### config.mk
export PLATFORM = sky130hd
export DESIGN_NAME = wb_bypass_regfile
export DESIGN_NICKNAME = d
export VERILOG_FILES = /design/src/rtl/wb_bypass_regfile.sv
export SDC_FILE = /design/constraint.sdc
export NUM_CORES = 2
export LEC_CHECK = 0
export ABC_AREA = 1
export CELL_PAD_IN_SITES_DETAIL_PLACEMENT = 1
export CELL_PAD_IN_SITES_GLOBAL_PLACEMENT = 2
export CORE_ASPECT_RATIO = 1.1
export CORE_MARGIN = 3
export CORE_UTILIZATION = 37
export CTS_CLUSTER_DIAMETER = 40
export DETAILED_ROUTE_END_ITERATION = 7
export GPL_TIMING_DRIVEN = 1
export PLACE_DENSITY_LB_ADDON = 0.05
export REMOVE_ABC_BUFFERS = 1
export SETUP_SLACK_MARGIN = 0.3
export SYNTH_ARGS = -nofsm -noshare
export SYNTH_HDL_FRONTEND = slang
export SYNTH_SLANG_ARGS = --single-unit
### constraint.sdc
create_clock -name clk -period 4.2 [get_ports clk]
set_clock_uncertainty 0.15 [all_clocks]
set_input_delay 0.84 -clock clk [delete_from_list [all_inputs] [get_ports clk]]
set_output_delay 0.84 -clock clk [all_outputs]
set_load 0.01 [all_outputs]
### src/rtl/wb_bypass_regfile.sv
// Register file with NUM_RD registered read ports and write-back bypass.
// Optional pending-write scoreboard is built when WB_SCOREBOARD_EN is defined.
module wb_bypass_regfile #(
    parameter int DATA_W   = 32,
    parameter int ADDR_W   = 5,
    parameter int NUM_RD   = 2,
    parameter int ZERO_REG = 1
) (
    input  logic                     clk,
    input  logic                     reset,
    input  logic [NUM_RD-1:0]        rd_en,
    input  logic [NUM_RD*ADDR_W-1:0] rd_addr,
    output logic [NUM_RD*DATA_W-1:0] rd_data,
    output logic [NUM_RD-1:0]        rd_fwd,
`ifdef WB_SCOREBOARD_EN
    input  logic                     iss_en,
    input  logic [ADDR_W-1:0]        iss_addr,
    output logic [NUM_RD-1:0]        rd_busy,
`endif
    input  logic                     wr_en,
    input  logic [ADDR_W-1:0]        wr_addr,
    input  logic [DATA_W-1:0]        wr_data
);

    localparam int   DEPTH   = 1 << ADDR_W;
    localparam logic ZERO_EN = (ZERO_REG != 32'sd0);

    logic [DATA_W-1:0]        mem_r [DEPTH];
    logic [NUM_RD*DATA_W-1:0] rd_data_r;
    logic [NUM_RD*DATA_W-1:0] rd_data_nxt_s;
    logic [NUM_RD-1:0]        rd_fwd_r;
    logic [NUM_RD-1:0]        rd_fwd_nxt_s;
    logic [ADDR_W-1:0]        rd_addr_s [NUM_RD];
    logic [NUM_RD-1:0]        rd_zero_s;
    logic [NUM_RD-1:0]        fwd_s;
    logic                     wr_ok_s;

    // A write to the hardwired zero register is neither stored nor bypassed.
    assign wr_ok_s = wr_en & ~(ZERO_EN & (wr_addr == {ADDR_W{1'b0}}));

    // Register storage: cleared by reset, written by the write-back port.
    always_ff @(posedge clk) begin
        if (reset) begin
            for (int a = 32'sd0; a < DEPTH; a++) begin
                mem_r[a] <= {DATA_W{1'b0}};
            end
        end else if (wr_ok_s) begin
            mem_r[wr_addr] <= wr_data;
        end else begin
            mem_r[wr_addr] <= mem_r[wr_addr];
        end
    end

    // Per-port capture value: bypassed write data, stored data, or hold.
    always_comb begin
        rd_data_nxt_s = rd_data_r;
        rd_fwd_nxt_s  = rd_fwd_r;
        for (int i = 32'sd0; i < NUM_RD; i++) begin
            rd_addr_s[i] = rd_addr[i*ADDR_W +: ADDR_W];
            rd_zero_s[i] = ZERO_EN & (rd_addr_s[i] == {ADDR_W{1'b0}});
            fwd_s[i]     = wr_ok_s & (wr_addr == rd_addr_s[i]);
            if (rd_en[i]) begin
                rd_fwd_nxt_s[i] = fwd_s[i];
                if (rd_zero_s[i]) begin
                    rd_data_nxt_s[i*DATA_W +: DATA_W] = {DATA_W{1'b0}};
                end else if (fwd_s[i]) begin
                    rd_data_nxt_s[i*DATA_W +: DATA_W] = wr_data;
                end else begin
                    rd_data_nxt_s[i*DATA_W +: DATA_W] = mem_r[rd_addr_s[i]];
                end
            end else begin
                rd_fwd_nxt_s[i] = rd_fwd_r[i];
            end
        end
    end

    // Read output registers.
    always_ff @(posedge clk) begin
        if (reset) begin
            rd_data_r <= {(NUM_RD*DATA_W){1'b0}};
            rd_fwd_r  <= {NUM_RD{1'b0}};
        end else begin
            rd_data_r <= rd_data_nxt_s;
            rd_fwd_r  <= rd_fwd_nxt_s;
        end
    end

    assign rd_data = rd_data_r;
    assign rd_fwd  = rd_fwd_r;

`ifdef WB_SCOREBOARD_EN
    logic [DEPTH-1:0]  busy_r;
    logic [DEPTH-1:0]  busy_clr_s;
    logic [DEPTH-1:0]  busy_nxt_s;
    logic [NUM_RD-1:0] rd_busy_r;
    logic [NUM_RD-1:0] rd_busy_nxt_s;

    // Busy vector update: retire first, then a new issue overrides the retire.
    always_comb begin
        busy_clr_s = busy_r;
        if (wr_en) begin
            busy_clr_s[wr_addr] = 1'b0;
        end else begin
            busy_clr_s = busy_r;
        end
        busy_nxt_s = busy_clr_s;
        if (iss_en) begin
            busy_nxt_s[iss_addr] = 1'b1;
        end else begin
            busy_nxt_s = busy_clr_s;
        end
        if (ZERO_EN) begin
            busy_nxt_s[0] = 1'b0;
        end else begin
            busy_nxt_s[0] = busy_nxt_s[0];
        end
    end

    // Reads see the post-retire, pre-issue busy state.
    always_comb begin
        rd_busy_nxt_s = rd_busy_r;
        for (int i = 32'sd0; i < NUM_RD; i++) begin
            if (rd_en[i]) begin
                rd_busy_nxt_s[i] = busy_clr_s[rd_addr[i*ADDR_W +: ADDR_W]];
            end else begin
                rd_busy_nxt_s[i] = rd_busy_r[i];
            end
        end
    end

    // Scoreboard and busy output registers.
    always_ff @(posedge clk) begin
        if (reset) begin
            busy_r    <= {DEPTH{1'b0}};
            rd_busy_r <= {NUM_RD{1'b0}};
        end else begin
            busy_r    <= busy_nxt_s;
            rd_busy_r <= rd_busy_nxt_s;
        end
    end

    assign rd_busy = rd_busy_r;
`endif

endmodule

==> flow_summary.json <==
{
  "setup_ws_ns": 1.081,
  "timing.fmax_mhz": 320.7,
  "clockRootBuffer": "clkbuf_16",
  "cap_violations": 0,
  "ctsHtreeMaxLevel": 4,
  "drc_errors": 0,
  "yosys_warnings": 0,
  "dp_hpwl_um": 192700,
  "cp-start-kind": "primary input",
  "hold_viol_final": 0,
  "port-buffer-count": 117,
  "syn_area_per_cell_sq_um": 7.396,
  "first_iter_violations": 5657,
  "slew_viol_final": 0,
  "grt_max_degree": 127,
  "wl_per_cell_um": 28.36,
  "peakVddDrop_uv": 435.6,
  "nFillCells": 20160,
  "multi_input_area_sq_mm": 0.02410,
  "die_w_um": 396.3,
  "grt_antenna_before_repair": 6,
  "syn2layout_area_growth_pct": 19.60,
  "hold_path_depth": 2,
  "yosysTopAreaCellShare_pct": 49.59,
  "die_y_um": 435.3,
  "crit_chain": "clkdlybuf4s50_1 -> inv_1 -> nand3_1 -> o21ai_1 -> nor2_1 -> nand3_1 -> inv_1 -> buf_4 -> nand2_2 -> nand2_2 -> buf_12",
  "worst_pin_slew_ns": 1.283,
  "post-cts-setup-buffer-count": 0,
  "synth-edff-count": 1024,
  "wl_um": 306700,
  "core-area_sq_mm": 0.1655,
  "std_cell_rows": 156,
  "synth.most_common_cell": "nand2_1",
  "timing.final.crit_period_ns": 3.119,
  "drtAntennaViolNets": 0,
  "ctsResizeCount": 0,
  "die-area_sq_mm": 0.1725,
  "synth-main-ff-cell": "edfxtp_1",
  "grt.total_usage_pct": 35.02,
  "cp.arrival_ns": 3.46,
  "p_per_area_mw_per_mm2": 458.2,
  "grt_pass1_wl_um": 436000,
  "max_stage_delay_ns": 0.72,
  "io_pins": 118,
  "synth.distinct_cells": 23,
  "slowest_stage": "clkdlybuf4s50_1",
  "cts.hold.buffers_added": 0,
  "synthTopCellsByArea": "edfxtp_1 (50%), nand2_1 (17%), nand3_1 (9.1%)",
  "synth_seq_cells": 1090,
  "synth_area_sq_mm": 0.06200,
  "critical_path_class": "in2reg",
  "path_clk_slew_ns": 0.05,
  "maxSlewHeadroom_pct": 14.40,
  "power_uw": 33980,
  "gp_congestion": 0.8824,
  "critPathMaxFanout": 26,
  "synth_cells": 8383,
  "viasPerCell": 5.545,
  "cts.path.max_buffers": 3,
  "rr_worst_depth": 10,
  "stdcell_count": 10820,
  "cts_tree": "built",
  "overflow": 0,
  "first_pass_iters": 5,
  "ys_seq_area_share_pct": 51.72,
  "finalCritPeriodShare_pct": 74.25,
  "leakage_uw": 0.03346,
  "nNetsFinal": 8466,
  "seq_area_sq_mm": 0.03207,
  "async_reset_ff_share_pct": 0,
  "required_ns": 4.55,
  "post-place-ws_ns": 0.3627,
  "numCtsBuffers": 208,
  "synth_common_cells": "nand2_1 (2842), nor2_1 (1461), nand3_1 (1123)",
  "min_path_type": "reg2reg",
  "clock-sinks": 1090,
  "grt_pass1_vias": 60440,
  "crit_path_end_kind": "flop",
  "rsz0062_at_grt": "false",
  "initial_utilization_pct": 37.46,
  "synth_top_area_cell": "edfxtp_1",
  "insertion_delay_ns": 0.85,
  "layout-drive-gt1-share_pct": 8.793,
  "dr_total_vias": 59970,
  "setup-violations-final": 0,
  "placed_cells": 10420,
  "status": "finished clean"
}
-- per-stage QoR --
step | setup TNS, ns | area (sq um) | hold WS (ns) | util (%)
final | 0 | 74150 | 0.3151 | 44.80
after global routing | 0 | 74140 | 0.3377 | 44.79
after CTS | 0 | 74140 | 0.3163 | 44.79
after detailed placement | 0 | 67160 | 0.3087 | 40.57
after global placement | 0 | 67160 | 0.3043 | 40.57
after floorplan | -118.68 | 59200 | 0.3339 | -
-- path summary, 6_finish.rpt --
path	from	end	slack [ns]
worst max-delay path	wr_addr[2]	mem_r[24][11]	1.08
worst min-delay path	rd_data[27]	rd_data[27]	0.32
worst max register to register	mem_r[21][31]	rd_data[31]	2.05
worst min register to register	rd_data[27]	rd_data[27]	0.32
-- cells in the final DEF (no fill, tap or decap), types with 6 or more instances in the layout --
cell,count
nand2_1,2778
edfxtp_1,1024
o21ai_0,154
clkdlybuf4s50_1,106
buf_12,114
nand2_2,62
dfxtp_1,66
bufinv_16,18
clkinv_4,19
a21oi_1,132
clkbuf_8,10
xnor2_1,6
nor2_1,1458
clkinv_1,30
nand3_1,1123
nor3_1,6
o211ai_1,62
clkinvlp_4,24
conb_1,32
clkbuf_1,24
buf_4,205
clkinv_2,40
clkbuf_16,211
inv_6,25
inv_1,837
-- worst max-delay path, delay by kind of cell --
kind | cells | cell delay [ns]
simple gates | 5 | 0.76
buf+inv | 5 | 1.71
compound gates | 1 | 0.12
-- sequential cells by signal (all words and copies together), names as in the netlist --
signal and count:
mem_r 1024, rd_data 64, rd_fwd 2
-- cell type report --
cell class	instances	area share [%]
inverters	859	4.392
flip-flops and latches	1090	43.25
repair buffers	432	6.688
multi-input cells	5823	32.50
well taps	2212	3.732
clock inverters	149	1.991
clock buffers	245	7.427
diodes	5	0.01687
-- report_power, final --
part / switching (uW) / leakage, uW / internal, uW
sequential: 299 / 0.0103 / 12500
clock: 6290 / 0.00338 / 10500
combinational: 3180 / 0.0198 / 1180
-- metal layers --
| metal | part of all wire (%) | GRT usage, % | wire [um] |
|---|---|---|---|
| met3 | 7.4 | 5.894 | 22650 |
| met2 | 46 | 56.79 | 142300 |
| met5 | 0.0065 | 0 | 20 |
| met4 | 6.4 | 20.14 | 19710 |
| met1 | 40 | 44.11 | 122000 |
-- kinds of logic after synthesis --
logic type             share of synthesized area, %
AND/OR/NAND/NOR                               35.18
other                                      0.006048
flip-flops                                    51.72
XOR/XNOR                                     0.1130
AO/OA/AOI/OAI                                 3.067
buffers and inverters                         9.908
Power figures use the tool's default switching activity.
